$ cat src/rtl/pipe_stage_reg_pkg.sv
// Shared state encodings for the two-entry pipeline stage register.
// Occupancy is the raw state code, so the CPU control path can decode it directly.
package pipe_stage_reg_pkg;

    typedef enum logic [1:0] {
        ST_EMPTY = 2'd0,
        ST_ONE   = 2'd1,
        ST_FULL  = 2'd2
    } state_t;

    localparam logic [1:0] OCC_EMPTY = 2'd0;
    localparam logic [1:0] OCC_ONE   = 2'd1;
    localparam logic [1:0] OCC_FULL  = 2'd2;

    function automatic logic [1:0] state_occupancy(input state_t s);
        case (s)
            ST_ONE:  return OCC_ONE;
            ST_FULL: return OCC_FULL;
            default: return OCC_EMPTY;
        endcase
    endfunction

endpackage

$ cat src/rtl/pipe_data_reg.sv
// Wide data register with load enable and synchronous clear; holds all channels as one word.
module pipe_data_reg #(
    parameter int WIDTH = 64
) (
    input  logic             clk,
    input  logic             clear,
    input  logic             load,
    input  logic [WIDTH-1:0] d,
    output logic [WIDTH-1:0] q
);

    always_ff @(posedge clk) begin
        if (clear) begin
            q <= '0;
        end else if (load) begin
            q <= d;
        end
    end

endmodule

$ cat src/rtl/pipe_stage_reg.sv
// Two-entry valid/ready pipeline stage (main + skid) giving full throughput with a
// registered, Out_Ready-independent In_Ready.
module pipe_stage_reg
    import pipe_stage_reg_pkg::*;
#(
    parameter int WIDTH    = 32,
    parameter int CHANNELS = 2
) (
    input  logic                      CLK,
    input  logic                      Reset,
    input  logic                      Flush,
    input  logic                      In_Valid,
    input  logic [CHANNELS*WIDTH-1:0] In_Data,
    output logic                      In_Ready,
    output logic                      Out_Valid,
    output logic [CHANNELS*WIDTH-1:0] Out_Data,
    input  logic                      Out_Ready,
    output logic [1:0]                Occupancy
);

    localparam int DW = CHANNELS * WIDTH;

    state_t          state;
    logic            in_fire;
    logic            out_fire;
    logic            main_load;
    logic            skid_load;
    logic [DW-1:0]   main_d;
    logic [DW-1:0]   main_q;
    logic [DW-1:0]   skid_q;

    assign Out_Valid = (state != ST_EMPTY);
    assign In_Ready  = (state != ST_FULL) && !Flush;
    assign Occupancy = state_occupancy(state);
    assign Out_Data  = main_q;

    assign in_fire  = In_Valid && In_Ready;
    assign out_fire = Out_Valid && Out_Ready;

    // Data moves are suppressed under Flush so the registers keep their contents.
    always_comb begin
        main_load = 1'b0;
        skid_load = 1'b0;
        main_d    = In_Data;
        if (!Flush) begin
            case (state)
                ST_EMPTY: main_load = in_fire;
                ST_ONE: begin
                    if (in_fire && out_fire) begin
                        main_load = 1'b1;
                    end else if (in_fire) begin
                        skid_load = 1'b1;
                    end
                end
                ST_FULL: begin
                    if (out_fire) begin
                        main_load = 1'b1;
                        main_d    = skid_q;
                    end
                end
                default: ;
            endcase
        end
    end

    always_ff @(posedge CLK) begin
        if (Reset || Flush) begin
            state <= ST_EMPTY;
        end else begin
            case (state)
                ST_EMPTY: if (in_fire) state <= ST_ONE;
                ST_ONE: begin
                    if (in_fire && !out_fire) begin
                        state <= ST_FULL;
                    end else if (!in_fire && out_fire) begin
                        state <= ST_EMPTY;
                    end
                end
                ST_FULL: if (out_fire) state <= ST_ONE;
                default: state <= ST_EMPTY;
            endcase
        end
    end

    pipe_data_reg #(.WIDTH(DW)) u_main (
        .clk   (CLK),
        .clear (Reset),
        .load  (main_load),
        .d     (main_d),
        .q     (main_q)
    );

    pipe_data_reg #(.WIDTH(DW)) u_skid (
        .clk   (CLK),
        .clear (Reset),
        .load  (skid_load),
        .d     (In_Data),
        .q     (skid_q)
    );

endmodule
$ cat config.mk
export PLATFORM = sky130hd
export DESIGN_NAME = pipe_stage_reg
export DESIGN_NICKNAME = d
export VERILOG_FILES = /design/src/rtl/pipe_stage_reg_pkg.sv /design/src/rtl/pipe_data_reg.sv /design/src/rtl/pipe_stage_reg.sv
export SDC_FILE = /design/constraint.sdc
export NUM_CORES = 1
export LEC_CHECK = 0
export ABC_AREA = 1
export BUFFER_PORTS_ARGS = -buffer_cell sky130_fd_sc_hd__buf_2
export CAP_MARGIN = 20
export CORE_ASPECT_RATIO = 2
export CORE_UTILIZATION = 54
export CTS_CLUSTER_DIAMETER = 50
export DETAILED_ROUTE_END_ITERATION = 10
export PLACE_DENSITY = 0.77
export SYNTH_ARGS = -nofsm -noshare
export SYNTH_HDL_FRONTEND = slang
export SYNTH_SLANG_ARGS = --single-unit
$ cat constraint.sdc
create_clock -name CLK -period 2.4 [get_ports CLK]
set_input_delay 0.24 -clock CLK [delete_from_list [all_inputs] [get_ports CLK]]
set_output_delay 0.24 -clock CLK [all_outputs]
set_load 0.01 [all_outputs]
==> results.py <==
metrics = {
    "run_status": {
        "status": "complete, no violations",
    },
    "cts": {
        "post-cts-setup-buffers": 0,
        "clock_latency_ns": 0.41,
        "cts_resized": 0,
        "largest_buffer_count_on_any_clock_path": 2,
        "tritoncts": "built",
        "clkSinkCount": 130,
        "cts_root_buffer": "clkbuf_16",
        "ctsHoldBuffers": 0,
        "htree_num_levels": 4,
        "cts_made_buffers": 17,
        "cts.clk_slew.worst_paths_ns": 0.06,
    },
    "detailed_routing": {
        "viasPerCell": 4.80,
        "routed-via-count": 5413,
        "routed_wl_um": 13000,
        "top_layer": "met4",
        "met2WireLength_um": 7020,
        "drt-pass1-iter-count": 4,
        "wire_length_on_met1_um": 5170,
        "antenna_left": 0,
        "drtIter0Drc": 207,
        "drc": 0,
        "wire_per_inst_um": 11.5,
        "detailroute.wirelength.met3_um": 503,
    },
    "yosys": {
        "synth.net_count": 937,
        "syn_avg_cell_area_um2": 6.86,
        "post_synth_inst_count": 866,
        "mappedNetlistArea_mm2": 0.00594,
        "synth_seq_area_share_pct": 43.8,
        "yosys_register_bits": 130,
        "synthDistinctLibCells": 20,
        "netlist.top_cell.by_area": "dfxtp_1",
        "ys.warnings.count": 0,
        "synth_top_area_share_pct": 43.8,
        "yosys-top-cells-area": "dfxtp_1, nand2_1, inv_1",
    },
    "final_layout": {
        "mostFrequentLayoutCells": "nand2_1, buf_2, inv_1, nor2_1, dfxtp_1",
        "area_delta_synth_final_pct": 22.0,
        "instances_no_fill": 1128,
        "finish.net_count": 1049,
        "final_layout_size_suffix_gt1_share_pct": 23.0,
        "final_common_cell": "nand2_1",
        "antennaDiodeCount": 0,
    },
    "critical_path": {
        "worstRegToRegCells": 7,
        "critPathSlowestCell": "dfxtp_1",
        "worstSetupPathType": "reg2reg",
        "critPathLaunchType": "register",
        "arrival_ns": 2.31,
        "worstPathRequired_ns": 2.70,
        "timing.critical_path.to_type": "register",
        "worstReg2RegStart": "state[0]",
        "crit_path_max_cell_delay_ns": 0.44,
        "cp_cell_sequence": "nor2_4 > nor3_1 > ha_1 > nand3_4 > buf_12 > o21ai_0 > a21oi_1",
        "crit_path_max_fanout": 37,
        "reg2reg_to": "u_skid.q[0]",
        "r2r_setup_slack_ns": 0.39,
    },
    "placement": {
        "dp.final_hpwl_um": 8850,
        "post-place-cells": 1096,
        "io_buffers": 136,
        "finalWeightedCongestion": 0.781,
    },
    "grt": {
        "wire_length_of_the_first_global_routing_pass_um": 21900,
        "grt_pass1_vias": 4954,
        "global_route.usage.total_pct": 23.9,
        "overflow": 0,
        "antenna_found_initial": 0,
        "grt_start_max_net_pins": 129,
    },
    "sta": {
        "layout_worst_path_cycle_share_pct": 83.6,
        "timing.max_slew.rel_slack_pct": 58.1,
        "fin_tns_setup_ns": 0,
        "rsz_0062_raised_after_global_routing": "false",
        "timing_max_transition_violations_final": 0,
        "worst_pin_slew_ns": 0.628,
        "worst_clock_skew_ns": 0.00685,
        "hold_violations": 0,
        "max_freq_ghz": 0.498,
        "shortest_period_the_worst_path_allows_ns": 2.01,
        "finish_stage_setup_viols": 0,
    },
    "floorplanning": {
        "core_area_mm2": 0.0106,
        "dieArea_mm2": 0.0115,
        "floorplan.die.height_um": 150,
        "initial_utilization_pct": 56.0,
        "rows": 53,
        "dieWidth_um": 76.2,
        "io_pins": 137,
    },
    "run": {
        "drv.max_cap_violation_count": 0,
    },
    "hold_path": {
        "hp-start": "In_Data[38]",
        "hold_end": "u_skid.q[38]",
        "min_path_cells": 3,
        "min-delay-path-class": "in2reg",
    },
    "power": {
        "worst_ir_drop_vdd_uv": 565,
        "cellPowerDensity_mw_per_mm2": 732,
        "net-switching-power_mw": 1.28,
        "static-leakage-power_nw": 3.62,
        "power_report.internal_total_mw": 4.02,
        "clockPowerShare_pct": 47.8,
        "share_comb_of_total_power_pct": 9.5,
        "seq_power_share_pct": 42.7,
        "power_switching_share_pct": 24.1,
    },
}
==> flip-flops by register name, indices dropped and copies added, names as in the netlist <==
name,cells
u_main.q,64
u_skid.q,64
state,2
==> final cells by class <==
cell class              count  area [um^2]
clock inverters            12          134
fillers                   951         3360
clock buffers              20          457
flip-flops and latches    130         2600
repair buffers            149          866
multi-input cells         542         2500
inverters                 138          519
well taps                 137          171
==> cells in the mapped netlist, drive strengths merged <==
master	instances
nand3	5
nand4	1
ha	2
inv	138
nand2	204
nor3	1
buf	42
a21oi	65
nor2	135
clkbuf	14
dfxtp	130
o21ai	129
==> worst max-delay path by stage <==
stage,start,to,slack [ns]
after floorplan,state[0],u_main.q[14],0.70
after global placement,state[1],u_main.q[26],0.47
after detailed placement,state[0],u_skid.q[23],0.41
after CTS,state[0],u_skid.q[23],0.39
after global routing,state[0],u_skid.q[0],0.20
final,state[0],u_skid.q[0],0.39
==> critical path: cells and delay by family (launching register included) <==
kind,cells,cell delay [ns]
AOI/OAI and AO/OA,2,0.22
adders and majority gates,1,0.27
buffers and inverters,1,0.30
DFF,1,0.44
and+or+nand+nor,3,0.64
==> cell families after synthesis <==
family / share of synthesized area (%)
AO/OA/AOI/OAI: 18.9
adder cells (fa/ha/maj): 0.421
buffers and inverters: 14.6
flip-flops: 43.8
AND/OR/NAND/NOR: 22.3
==> metrics by stage <==
step | setup WS [ns] | power (mW) | utilization, % | hold slack, ns | instance area [um^2]
finish | 0.393 | 5.30 | 68.3 | 0.105 | 7250
global route | 0.200 | 5.53 | 68.3 | 0.0978 | 7250
detailed placement | 0.407 | 2.82 | 62.7 | 0.444 | 6660
floorplan | 0.704 | 2.62 | - | 0.398 | 5940
global placement | 0.466 | 2.81 | 62.7 | 0.439 | 6660
CTS | 0.386 | 5.36 | 68.3 | 0.0909 | 7250
==> power groups by stage <==
| stage | combinational (mW) | sequential (mW) | clock, mW |
|---|---|---|---|
| 2_1_floorplan | 0.278 | 2.34 | 0 |
| 3_3_place_gp | 0.495 | 2.31 | 0 |
| 3_5_place_dp | 0.502 | 2.31 | 0 |
| 4_1_cts | 0.507 | 2.27 | 2.59 |
| 5_1_grt | 0.573 | 2.27 | 2.68 |
| 6_report | 0.502 | 2.27 | 2.54 |
==> layer usage <==
layer | up-vias | track usage (%)
met3 | 26 | 5.45
met1 | 2406 | 24.7
met4 | 0 | 11.8
met5 | - | 0
met2 | 114 | 45.0
li1 | 2867 | -
(Power assumes the default switching activity.)
